===== src/rtl/temporizador_antirrebotes_pkg.sv =====
// Shared definitions for the debounce delay timer: FSM state encodings,
// default clock frequency and the ceiling-log2 helper used for counter widths.
package temporizador_antirrebotes_pkg;

  localparam int DEF_CLK_HZ = 100_000_000;

  typedef enum logic [1:0] {
    ST_IDLE = 2'd0,
    ST_RUN  = 2'd1,
    ST_DONE = 2'd2,
    ST_HOLD = 2'd3
  } estado_e;

  function automatic int clog2(input int value);
    int r;
    r = 0;
    for (int i = 0; i < 31; i++) begin
      if ((32'sd1 <<< i) < value) begin
        r = i + 1;
      end else begin
        r = r;
      end
    end
    return r;
  endfunction

endpackage


===== src/rtl/temporizador_antirrebotes_generador_tick_ms.sv =====
// Cycle prescaler: counts 0..PRESC-1 while enabled and flags the last count
// as the 1 ms tick. Clear wins over enable.
module generador_tick_ms #(
  parameter int PRESC = 10,
  parameter int W     = 4
) (
  input  logic Clk,
  input  logic Reset_n,
  input  logic clear,
  input  logic enable,
  output logic tick
);

  localparam logic [W-1:0] PRESC_LAST = W'(PRESC - 1);

  logic [W-1:0] presc_q;

  // Prescaler register, wraps at PRESC-1 so it never exceeds that bound
  always_ff @(posedge Clk or negedge Reset_n) begin
    if (!Reset_n) begin
      presc_q <= '0;
    end else if (clear) begin
      presc_q <= '0;
    end else if (enable) begin
      if (presc_q == PRESC_LAST) begin
        presc_q <= '0;
      end else begin
        presc_q <= presc_q + W'(1);
      end
    end else begin
      presc_q <= presc_q;
    end
  end

  assign tick = (presc_q == PRESC_LAST);

endmodule


===== src/rtl/temporizador_antirrebotes.sv =====
// Debounce delay timer: counts DELAY_MS milliseconds while actCuenta is held
// and emits a single one-cycle t300ms pulse, then waits for actCuenta to drop.
module temporizador_antirrebotes
  import temporizador_antirrebotes_pkg::*;
#(
  parameter int CLK_HZ   = DEF_CLK_HZ,
  parameter int DELAY_MS = 300
) (
  input  logic                              Clk,
  input  logic                              Reset_n,
  input  logic                              actCuenta,
  output logic                              t300ms,
  output logic                              busy,
  output logic [clog2(DELAY_MS + 1) - 1:0]  ms_elapsed
);

  localparam int PRESC   = CLK_HZ / 1000;
  localparam int PRESC_W = clog2(PRESC);
  localparam int CNT_W   = (PRESC_W < 1) ? 1 : PRESC_W;
  localparam int MS_W    = clog2(DELAY_MS + 1);

  localparam logic [MS_W-1:0] MS_LAST = MS_W'(DELAY_MS - 1);
  localparam logic [MS_W-1:0] MS_DONE = MS_W'(DELAY_MS);

  if (((CLK_HZ % 1000) != 0) || (DELAY_MS < 1)) begin : g_param_check
    $error("temporizador_antirrebotes: CLK_HZ must be a multiple of 1000 and DELAY_MS >= 1");
  end

  estado_e         state_q;
  logic [MS_W-1:0] ms_q;
  logic            busy_q;
  logic            t300ms_q;
  logic            tick_s;
  logic            presc_clear_s;
  logic            presc_en_s;

  // The prescaler only runs in RUN; an abort clears it on the same edge
  assign presc_en_s    = (state_q == ST_RUN);
  assign presc_clear_s = (state_q != ST_RUN) || !actCuenta;

  generador_tick_ms #(
    .PRESC (PRESC),
    .W     (CNT_W)
  ) u_tick (
    .Clk     (Clk),
    .Reset_n (Reset_n),
    .clear   (presc_clear_s),
    .enable  (presc_en_s),
    .tick    (tick_s)
  );

  // Control FSM with the ms counter and registered outputs
  always_ff @(posedge Clk or negedge Reset_n) begin
    if (!Reset_n) begin
      state_q  <= ST_IDLE;
      ms_q     <= '0;
      busy_q   <= 1'b0;
      t300ms_q <= 1'b0;
    end else begin
      case (state_q)
        ST_IDLE: begin
          ms_q     <= '0;
          t300ms_q <= 1'b0;
          if (actCuenta) begin
            state_q <= ST_RUN;
            busy_q  <= 1'b1;
          end else begin
            state_q <= ST_IDLE;
            busy_q  <= 1'b0;
          end
        end
        ST_RUN: begin
          // Abort is checked first so a drop on the final tick yields no pulse
          if (!actCuenta) begin
            state_q  <= ST_IDLE;
            ms_q     <= '0;
            busy_q   <= 1'b0;
            t300ms_q <= 1'b0;
          end else if (tick_s && (ms_q == MS_LAST)) begin
            state_q  <= ST_DONE;
            ms_q     <= MS_DONE;
            busy_q   <= 1'b0;
            t300ms_q <= 1'b1;
          end else if (tick_s) begin
            state_q  <= ST_RUN;
            ms_q     <= ms_q + MS_W'(1);
            busy_q   <= 1'b1;
            t300ms_q <= 1'b0;
          end else begin
            state_q  <= ST_RUN;
            ms_q     <= ms_q;
            busy_q   <= 1'b1;
            t300ms_q <= 1'b0;
          end
        end
        ST_DONE: begin
          busy_q   <= 1'b0;
          t300ms_q <= 1'b0;
          if (actCuenta) begin
            state_q <= ST_HOLD;
            ms_q    <= ms_q;
          end else begin
            state_q <= ST_IDLE;
            ms_q    <= '0;
          end
        end
        ST_HOLD: begin
          busy_q   <= 1'b0;
          t300ms_q <= 1'b0;
          if (!actCuenta) begin
            state_q <= ST_IDLE;
            ms_q    <= '0;
          end else begin
            state_q <= ST_HOLD;
            ms_q    <= ms_q;
          end
        end
        default: begin
          state_q  <= ST_IDLE;
          ms_q     <= '0;
          busy_q   <= 1'b0;
          t300ms_q <= 1'b0;
        end
      endcase
    end
  end

  assign t300ms     = t300ms_q;
  assign busy       = busy_q;
  assign ms_elapsed = ms_q;

endmodule


===== config.mk =====
export PLATFORM = sky130hd
export DESIGN_NAME = temporizador_antirrebotes
export DESIGN_NICKNAME = d
export VERILOG_FILES = /design/src/rtl/temporizador_antirrebotes_pkg.sv /design/src/rtl/temporizador_antirrebotes_generador_tick_ms.sv /design/src/rtl/temporizador_antirrebotes.sv
export SDC_FILE = /design/constraint.sdc
export NUM_CORES = 1
export LEC_CHECK = 0
export CORE_MARGIN = 2
export CORE_UTILIZATION = 50
export CTS_BUF_LIST = sky130_fd_sc_hd__clkbuf_8 sky130_fd_sc_hd__clkbuf_16
export DETAILED_ROUTE_END_ITERATION = 12
export PLACE_DENSITY = 0.77
export SYNTH_ARGS = -nofsm -noshare
export SYNTH_HDL_FRONTEND = slang
export SYNTH_SLANG_ARGS = --single-unit

===== constraint.sdc =====
create_clock -name Clk -period 6.1 [get_ports Clk]
set_input_delay 1.22 -clock Clk [delete_from_list [all_inputs] [get_ports Clk]]
set_output_delay 1.22 -clock Clk [all_outputs]
set_load 0.02 [all_outputs]

==> impl_metrics.ini <==
[route]
drt-initial-drc-count = 39
drc_errors = 0
wl_per_cell_um = 15.7
via_per_inst = 6.08
num_vias = 1223
firstDrtPassIters = 4
routed_wirelength_um = 3150
ant_nets = 0

[logic_synthesis]
synthFlopType = dfrtp_1
syn-num-nets = 155
synthDistinctLibCells = 42
syn_inst = 150
synth_edf_count = 0
avgSynthCellArea_um2 = 10.3
syn-cell-area_um2 = 1550
synth_seq_cells = 30
ys_seq_area_frac = 0.485
yosysWarnings = 0
async_flop_share = 1.00

[layout]
nNetsFinal = 173
diodes = 0
multi_input_comb_area_um2 = 771
final_cells = 201
seqCellArea_um2 = 751
drive_gt1_frac = 0.101
final_cell_mix = dfrtp_1, nor2_1, clkdlybuf4s50_1
layout_commonest_cell = dfrtp_1
synthToLayoutAreaGrowth_pct = 15.2
fillers = 258
post-route-util = 0.594

[critical_path]
cp-end-kind = register
worstPathMaxFanout = 17
crit_arrival_ns = 3.03
crit_type = in2reg
required_ns = 6.32
start_kind = primary input

[run_status]
status = finished clean

[placed_design]
dpl_worst_slack_ns = 3.00
gp_congestion = 0.804
port_buffers = 13
hpwlAfterDp_um = 2140
dp_cells = 194

[sta]
setup_viol = 0
tightest_slew_ns = 0.915
setup_ws_ns = 3.28
finalCritPeriodShare = 0.462
clock-skew-final_ns = 0.00522
rsz0062_at_grt = no
post-route-min-period_ns = 2.82
timing.final.hold_violations = 0
maxSlewViolCount = 0
tns_ns = 0
slew_headroom = 0.388
max_clock_freq_ghz = 0.355

[die]
row_count = 20
start_util = 0.516
die_h_um = 59.7
dieArea_um2 = 3560
core-area_um2 = 3000
die_x_um = 59.7
ioPinCount = 14

[global_route]
grt_overflow = 0
grt_pass1_wl_um = 5470
antenna_found_initial = 0
grt_util_all_layers = 0.206
first_global_vias = 1242
grt_max_degree = 31

[job]
drv_cap = 0

[power]
leakage_uw = 0.000765
ir_drop_uv = 155
pwr_density_cell_nw_per_um2 = 208

[clock_tree]
cts_setup_buffers = 0
root_buffer = clkbuf_8
clk_pin_slew_ns = 0.06
cts_tree = yes
cts_made_buffers = 5
cts-resized-gates = 0
worstSkewPairLatency_ns = 0.28
cts_buffer_depth = 2
htreeDepth = 2
cts_hold_buf = 0
cts_sinks = 30

[hold_path]
hold_class = reg2reg
==> cell type report <==
type,count,share of cell area
Clock inverter,2,0.00421
Inverter,2,0.00421
Sequential cell,30,0.421
Tap cell,33,0.0231
Timing Repair Buffer,14,0.0771
Multi-Input combinational cell,115,0.432
Clock buffer,5,0.0386
==> kinds of logic (layout without fill, tap and decap cells) <==
family | count (synthesis) | after routing | synth area share
buffers and inverters | 5 | 23 | 0.0178
flip-flops | 30 | 30 | 0.485
multiplexers | 1 | 1 | 0.00727
adder cells (fa/ha/maj) | 2 | 2 | 0.0162
XOR/XNOR | 13 | 13 | 0.0735
AO/OA/AOI/OAI | 27 | 27 | 0.128
AND/OR/NAND/NOR | 72 | 72 | 0.272
==> flip-flops by register name, summed over array words and instances, names as in the netlist <==
signal,cells
state_q,2
busy,1
t300ms,1
ms_elapsed,9
u_tick.presc_q,17
==> metal layers <==
layer / track usage / routed length, um / vias up
met2: 0.339 / 1530 / 32
met5: 0 / 0 / -
met4: 0.0984 / 66 / 0
li1: - / - / 581
met1: 0.244 / 1410 / 601
met3: 0.0628 / 136 / 9
==> synthesized netlist by cell type (all sizes together) (3+ instances only) <==
| cell type | instances | area (um2) |
|---|---|---|
| nand2 | 8 | 30.0 |
| nor2 | 19 | 71.3 |
| and4 | 3 | 26.3 |
| nand3 | 8 | 40.0 |
| a22o | 3 | 26.3 |
| and2 | 3 | 18.8 |
| xnor2 | 4 | 35.0 |
| nand4 | 8 | 50.1 |
| o21ai | 13 | 76.3 |
| a21oi | 5 | 25.0 |
| dfrtp | 30 | 751 |
| and3 | 6 | 40.0 |
| xor2 | 9 | 78.8 |
==> report_power, final <==
group	switching, uW	internal [uW]	leakage (uW)
logic	13.0	8.02	0.000305
clock network	71.8	75.0	0.0000466
registers	1.66	201	0.000413
total	86.5	284	0.000765
==> worst max-delay path, cell delays in order <==
cell,delay (ns)
clkdlybuf4s50_1,0.54
and3b_1,0.37
o41ai_4,0.27
and4_1,0.29
o21ai_0,0.18
a22o_1,0.16
==> final timing paths <==
path / from / end / slack (ns) / depth (start not counted)
max reg2reg: u_tick.presc_q[5] / ms_elapsed[6] / 3.37 / 5
max in group asynchronous: Reset_n / u_tick.presc_q[0] / 4.49 / 2
min: u_tick.presc_q[0] / u_tick.presc_q[0] / 0.46 / 1
max: actCuenta / ms_elapsed[6] / 3.28 / 6
min reg2reg: u_tick.presc_q[0] / u_tick.presc_q[0] / 0.46 / 1
min in group asynchronous: Reset_n / u_tick.presc_q[6] / 1.34 / 2
==> metrics by stage <==
| stage | hold WS, ns | total power (uW) | area, um2 |
|---|---|---|---|
| 2_1_floorplan | 0.424 | 217 | 1550 |
| 3_3_place_gp | 0.444 | 227 | 1710 |
| 3_5_place_dp | 0.456 | 228 | 1710 |
| 4_1_cts | 0.464 | 373 | 1780 |
| 5_1_grt | 0.488 | 386 | 1780 |
| 6_report | 0.459 | 371 | 1780 |
Power figures use the tool's default switching activity.
